## config.mk

```make
export PLATFORM = sky130hd
export DESIGN_NAME = cordic_rr_arbiter
export DESIGN_NICKNAME = d
export VERILOG_FILES = /design/src/rtl/cordic_rr_arbiter.sv
export SDC_FILE = /design/constraint.sdc
export NUM_CORES = 1
export LEC_CHECK = 0
export ABC_AREA = 1
export BUFFER_PORTS_ARGS = -buffer_cell sky130_fd_sc_hd__buf_2
export CAP_MARGIN = 10
export CORE_ASPECT_RATIO = 0.5
export CORE_MARGIN = 5
export CORE_UTILIZATION = 35
export DETAILED_ROUTE_END_ITERATION = 8
export HOLD_SLACK_MARGIN = 0.15
export PLACE_DENSITY = 0.69
export SYNTH_ARGS = -nofsm -noshare
export SYNTH_HDL_FRONTEND = slang
export SYNTH_SLANG_ARGS = --single-unit
```

## constraint.sdc

```tcl
create_clock -name clk -period 2.5 [get_ports clk]
set_input_delay 0.5 -clock clk [delete_from_list [all_inputs] [get_ports clk]]
set_output_delay 0.5 -clock clk [all_outputs]
set_load 0.02 [all_outputs]
```

## src/rtl/cordic_rr_arbiter.sv

```systemverilog
// Round-robin share of one pipelined cordic_rotator between two requesters.
// Issue tags ride a latency-matched shift register to route results home.
module cordic_rr_arbiter #(
  parameter int LATENCY = 16,
  parameter int AW = 32,
  parameter int DW = 16,
  parameter int IW = $clog2(LATENCY+3)
) (
  input  logic          clk,
  input  logic          rst,
  input  logic          req0_vld,
  output logic          req0_rdy,
  input  logic [AW-1:0] req0_angle,
  input  logic [DW-1:0] req0_xin,
  input  logic [DW-1:0] req0_yin,
  input  logic          req1_vld,
  output logic          req1_rdy,
  input  logic [AW-1:0] req1_angle,
  input  logic [DW-1:0] req1_xin,
  input  logic [DW-1:0] req1_yin,
  output logic [AW-1:0] cor_angle,
  output logic [DW-1:0] cor_xin,
  output logic [DW-1:0] cor_yin,
  input  logic [DW:0]   cor_xout,
  input  logic [DW:0]   cor_yout,
  output logic          res0_vld,
  output logic          res1_vld,
  output logic [DW:0]   res_x,
  output logic [DW:0]   res_y,
  output logic          busy,
  output logic [IW-1:0] inflight
);

  logic           ptr;
  logic           gnt0;
  logic           gnt1;
  logic           hs;
  logic           ret;
  logic [LATENCY:0] tv;
  logic [LATENCY:0] tid;
  logic [IW-1:0]  inflight_nxt;

  // Grant decode: a lone requester wins, a tie goes to the pointer owner.
  always_comb begin
    gnt0 = 1'b0;
    gnt1 = 1'b0;
    unique case ({req1_vld, req0_vld})
      2'b01: gnt0 = 1'b1;
      2'b10: gnt1 = 1'b1;
      2'b11: begin
        gnt0 = ~ptr;
        gnt1 = ptr;
      end
      default: ;
    endcase
  end

  assign req0_rdy = gnt0;
  assign req1_rdy = gnt1;
  assign hs = gnt0 | gnt1;
  assign ret = res0_vld | res1_vld;

  // Occupancy next-state: one in per handshake, one out per result pulse.
  always_comb begin
    inflight_nxt = inflight + IW'(hs) - IW'(ret);
  end

  // Priority pointer hands over to the other requester after any grant.
  always_ff @(posedge clk) begin
    if (rst) begin
      ptr <= 1'b0;
    end else if (hs) begin
      ptr <= gnt0;
    end
  end

  // Rotator operand registers load only on a handshake.
  always_ff @(posedge clk) begin
    if (rst) begin
      cor_angle <= '0;
      cor_xin   <= '0;
      cor_yin   <= '0;
    end else if (gnt0) begin
      cor_angle <= req0_angle;
      cor_xin   <= req0_xin;
      cor_yin   <= req0_yin;
    end else if (gnt1) begin
      cor_angle <= req1_angle;
      cor_xin   <= req1_xin;
      cor_yin   <= req1_yin;
    end
  end

  // Tag shift register, LATENCY+1 deep, aligned to the rotator output.
  always_ff @(posedge clk) begin
    if (rst) begin
      tv  <= '0;
      tid <= '0;
    end else begin
      tv  <= {tv[LATENCY-1:0], hs};
      tid <= {tid[LATENCY-1:0], gnt1};
    end
  end

  // Result capture and owner pulses from the aligned tag.
  always_ff @(posedge clk) begin
    if (rst) begin
      res_x    <= '0;
      res_y    <= '0;
      res0_vld <= 1'b0;
      res1_vld <= 1'b0;
    end else begin
      res_x    <= cor_xout;
      res_y    <= cor_yout;
      res0_vld <= tv[LATENCY] & ~tid[LATENCY];
      res1_vld <= tv[LATENCY] & tid[LATENCY];
    end
  end

  // Occupancy counter and its registered non-zero flag.
  always_ff @(posedge clk) begin
    if (rst) begin
      inflight <= '0;
      busy     <= 1'b0;
    end else begin
      inflight <= inflight_nxt;
      busy     <= (inflight_nxt != '0);
    end
  end

endmodule

```

---- Yosys cells after proc, flatten, opt, wreduce, memory -nomap -nowiden ----
Index checks and enable logic that the tools add are counted.
storage, ports and cells
  bits of input ports ..................... 166
  register bits ........................... 141
  output and inout bits ................... 108
  word-level logic and storage cells ...... 33
operators by class
  mux-type cells .......................... 8
  bitwise operators ....................... 6
  eq/ne operators ......................... 3
  reductions and logical operators ........ 2
  $add $sub $neg .......................... 2
operator list
  kind                                                                   number
  16-bit two-way mux                                                     4
  32-bit two-way mux                                                     2
  5-bit by 1-bit adder with 5-bit output                                 1
  5-bit nonzero test                                                     1
  5-bit by 1-bit subtractor with 5-bit output                            1
  2-bit equality test, second input constant                             2
  1-bit one-hot mux with 2 select lines                                  2
  1-bit AND                                                              2
  2-bit by 1-bit equality test with 1-bit output, second input constant  1
  1-bit NOT                                                              2
  1-bit OR                                                               2
  2-bit nonzero test                                                     1

---- Logic depth before layout (Yosys ltp) ----
  depth in word-level cells ............... 6
  depth in mapped cells ................... 13
  mapped depth without buffers ............ 12

---- Least setup slack after synthesis ----
No wires, ideal clock.
  kind .................................... input -> register
  start ................................... input port req0_vld
  end ..................................... register busy
  path buffers ............................ 1
  required time ........................... 2.378 ns
  arrival ................................. 2.081 ns
  library setup time ...................... 0.122 ns
  stages on the path ...................... 13
  setup slack ............................. 0.297 ns
  cell sequence ........................... nor2_1 -> buf_2 -> ha_1 -> inv_1 -> ha_1 -> inv_1 -> fa_1 -> inv_1 -> nand3_1 -> nand2_1 -> nand2_1 -> nand3_1 -> nand3_1
on the way
  longest elaborated chain between the ends .. 6
  elaborated cells on any way between the ends .. 9
  those cells by class .................... add/sub (2); eq/ne (3); mux (2); bitwise (1); reduce/logical (1)
ends and longest elaborated chain
  what                                                                                          RTL line  RTL
  start, declared                                                                               11        input logic req0_vld,
  2-bit equality test / 2-bit by 1-bit equality test with 1-bit output (equally long branches)  47        unique case ({req1_vld, req0_vld})
  1-bit one-hot mux with 2 select lines                                                         47
  1-bit OR *                                                                                    60        assign hs = gnt0 | gnt1;
  5-bit by 1-bit adder with 5-bit output *                                                      65        inflight_nxt = inflight + IW'(hs) - IW'(ret);
  5-bit by 1-bit subtractor with 5-bit output *                                                 65
  5-bit nonzero test *                                                                          127       busy <= (inflight_nxt != '0);
  end signal, assigned                                                                          127
  end, declared                                                                                 30        output logic busy,
Mark *: on every way between the ends. The rest lies on a longest branch, timed or not.
A chain may end at the register's enable or synchronous reset.

---- Worst setup path after layout ----
  start ................................... register res1_vld
  end ..................................... register busy
on the way
  longest elaborated chain between the ends .. 3
ends and longest elaborated chain
  what                                         RTL line  RTL
  start, declared                              27        output logic res1_vld,
  start signal, assigned                       116       res1_vld <= tv[LATENCY] & tid[LATENCY];
  1-bit OR                                     61        assign ret = res0_vld | res1_vld;
  5-bit by 1-bit subtractor with 5-bit output  65
  5-bit nonzero test                           127
Every way passes these cells.

==> results.sh <==
export IMPL_final_area_um2=7390
export IMPL_max_freq_ghz=0.473
export IMPL_synth_warning_count=0
export IMPL_holdCritPathClass="input pin to flip-flop"
export IMPL_ctsHoldBuffers=0
export IMPL_wl_per_cell_um=11.7
export IMPL_report_power_total_mw=5.94
export IMPL_met1_length_um=5840
export IMPL_powerDensity_nw_per_um2=805
export IMPL_cts_sinks=141
export IMPL_status="finished, final reports clean"
export IMPL_grt_pass1_vias=4817
export IMPL_yosys_cell_types_count=21
export IMPL_fillers=1551
export IMPL_setup_violations=0
export IMPL_gp_congestion=0.873
export IMPL_post_cts_resized=0
export IMPL_numPortBuffers=273
export IMPL_cap_viol_max_count=0
export IMPL_drv_slew=0
export IMPL_drc=0
export IMPL_top_layer_used="met4"
export IMPL_synth_top_area_share_pct=52.6
export IMPL_cts_setup_buffers=0
export IMPL_grt_overflow=0
export IMPL_critPathCaptureType="flip-flop"
export IMPL_syn_nets=871
export IMPL_cts_tree="yes"
export IMPL_rsz0062_at_grt="no"
export IMPL_cts_max_level=4
export IMPL_final_setup_tns_ns=0
export IMPL_yosysSeqAreaShare_pct=52.6
export IMPL_cts_made_buffers=17
export IMPL_wl_met3_um=723
export IMPL_row_count=32
export IMPL_nets=1125
export IMPL_grt_total_usage_pct=15.1
export IMPL_antenna_left=0
export IMPL_via_per_inst=4.29
export IMPL_worstPathRequired_ns=2.78
export IMPL_start_util_pct=35.3
export IMPL_worstHoldStart="cor_xout[8]"
export IMPL_synth_area_um2=5370
export IMPL_io_pins=274
export IMPL_ff_latch_area_um2=2820
export IMPL_die_w_um=185
export IMPL_synth_cells=699
export IMPL_leakage_nw=3.92
export IMPL_clk_pin_slew_worst_paths_ns=0.07
export IMPL_hold_violations=0
export IMPL_synth_top_area_cell="dfxtp_1"
export IMPL_vias=5017
export IMPL_skew_ns=0.0111
export IMPL_grt_start_max_net_pins=130
export IMPL_irDropWorstVdd_v=0.000431
export IMPL_startpoint="res1_vld$_SDFF_PP0_"
export IMPL_multi_input_comb_area_um2=1730
export IMPL_synth_area_top_cells="dfxtp_1 53%, inv_1 10%, nand3_1 6.6%"
export IMPL_synth_seq_cells=141
export IMPL_finalCritPeriodShare_pct=84.6
export IMPL_die_y_um=97.5
export IMPL_arrival_ns=2.40
export IMPL_first_pass_iters=4
export IMPL_drive_above_1_share_pct=32.6
export IMPL_antenna_found_initial=0
export IMPL_cts_root_buf="clkbuf_16"
export IMPL_min_period_ns=2.11
export IMPL_dr_wl_met2_um=6900
export IMPL_diodes=0
export IMPL_maxSlewHeadroom_pct=54.3
export IMPL_area_growth_pct=37.7
export IMPL_grt_pass1_wl_um=22300
export IMPL_crit_type="flip-flop to flip-flop"
export IMPL_coreArea_um2=15200
export IMPL_start_kind="flip-flop"
export IMPL_placed_area_um2=6790
export IMPL_die_area_um2=18100
export IMPL_routed_wl_um=13600
export IMPL_tightestPinTransition_ns=0.686
export IMPL_clk_path_buf_depth=2
export IMPL_place_hpwl_um=10300
export IMPL_insertion_delay_ns=0.41
export IMPL_syn_avg_cell_area_um2=7.68
export IMPL_first_iter_violations=221
export IMPL_path_max_fanout=3
export IMPL_rr_startpoint="res1_vld$_SDFF_PP0_"
[where the power goes]
group | switching [mW] | internal [mW] | total (mW)
Combinational | 0.616 | 0.366 | 0.982
Sequential | 0.0678 | 2.40 | 2.47
Clock | 1.06 | 1.43 | 2.49
Total | 1.74 | 4.20 | 5.94
[logic make-up after synthesis]
group                    synth area share (%)
AND/OR/NAND/NOR                          17.7
adder cells (fa/ha/maj)                  1.54
AO/OA/AOI/OAI                            12.5
XOR/XNOR                                0.163
buffers and inverters                    15.6
flip-flops                               52.6
[through the flow]
stage          setup slack [ns]  cells  util (%)  hold WS (ns)
3_3_place_gp              0.253   1138      44.6         0.388
3_5_place_dp              0.202   1138      44.6         0.394
5_1_grt                   0.245   1170      48.5         0.264
2_1_floorplan             0.297    699         -         0.388
4_1_cts                   0.384   1170      48.5         0.270
6_report                  0.386   1170      48.5         0.287
[flip-flops by register name, indices dropped and copies added (netlist names)]
| register | count |
|---|---|
| cor_angle | 32 |
| res_x | 17 |
| res_y | 17 |
| tid | 17 |
| tv | 17 |
| cor_xin | 16 |
| cor_yin | 16 |
| inflight | 5 |
| busy | 1 |
| ptr | 1 |
| res0_vld | 1 |
| res1_vld | 1 |
[metal layers]
| metal | vias to the layer above | GRT usage (%) |
|---|---|---|
| met5 | - | 0 |
| met4 | 0 | 4.06 |
| met3 | 14 | 4.53 |
| met2 | 121 | 27.2 |
| met1 | 2230 | 17.4 |
| li1 | 2652 | - |
[final timing paths]
path,end,slack (ns),cells past startpoint
max,busy$_SDFF_PP0_,0.39,12
min,res_x[8]$_SDFF_PP0_,0.29,3
max reg2reg,busy$_SDFF_PP0_,0.39,12
min reg2reg,tid[11]$_SDFF_PP0_,0.39,2
[cells in the mapped netlist]
cell	count
o21ai_2	1
clkbuf_1	15
a21oi_1	3
o21ai_1	65
inv_1	147
clkbuf_2	4
buf_6	12
nand3_1	71
dfxtp_1	141
buf_2	10
nor3_1	1
ha_1	5
inv_4	1
xnor2_1	1
or2_2	1
nand2_2	1
o21ai_0	64
nor2_1	76
buf_4	2
fa_1	1
nand2_1	77
[final cells by class]
cell class                 count  share of cell area, %
clock buffer                  17                   5.76
tap                          204                   3.46
timing repair buffer         278                   19.3
sequential                   141                   38.2
inverter                     148                   7.56
clock inverter                15                   2.27
multi-input combinational    367                   23.4
[cell usage in the layout, fill, tap and decap left out, types with 5 or more instances in the layout]
| master | Yosys | final |
|---|---|---|
| ha_1 | 5 | 5 |
| nand2_1 | 77 | 77 |
| inv_1 | 147 | 147 |
| clkbuf_16 | 0 | 17 |
| nor2_1 | 76 | 75 |
| inv_6 | 0 | 9 |
| nand3_1 | 71 | 71 |
| dfxtp_1 | 141 | 141 |
| buf_2 | 10 | 273 |
| o21ai_0 | 64 | 64 |
| o21ai_1 | 65 | 65 |
[worst max-delay path, cell delays in order, from the launching register on]
cell and delay, ns:
dfxtp_1 0.30, or2_2 0.29, ha_1 0.27, inv_1 0.05
ha_1 0.17, inv_1 0.06, fa_1 0.40, inv_1 0.07
nand3_1 0.08, nand2_1 0.08, nand2_1 0.05, nand3_1 0.08
nand3_1 0.09
No activity file was read; power rests on OpenSTA's default activity.
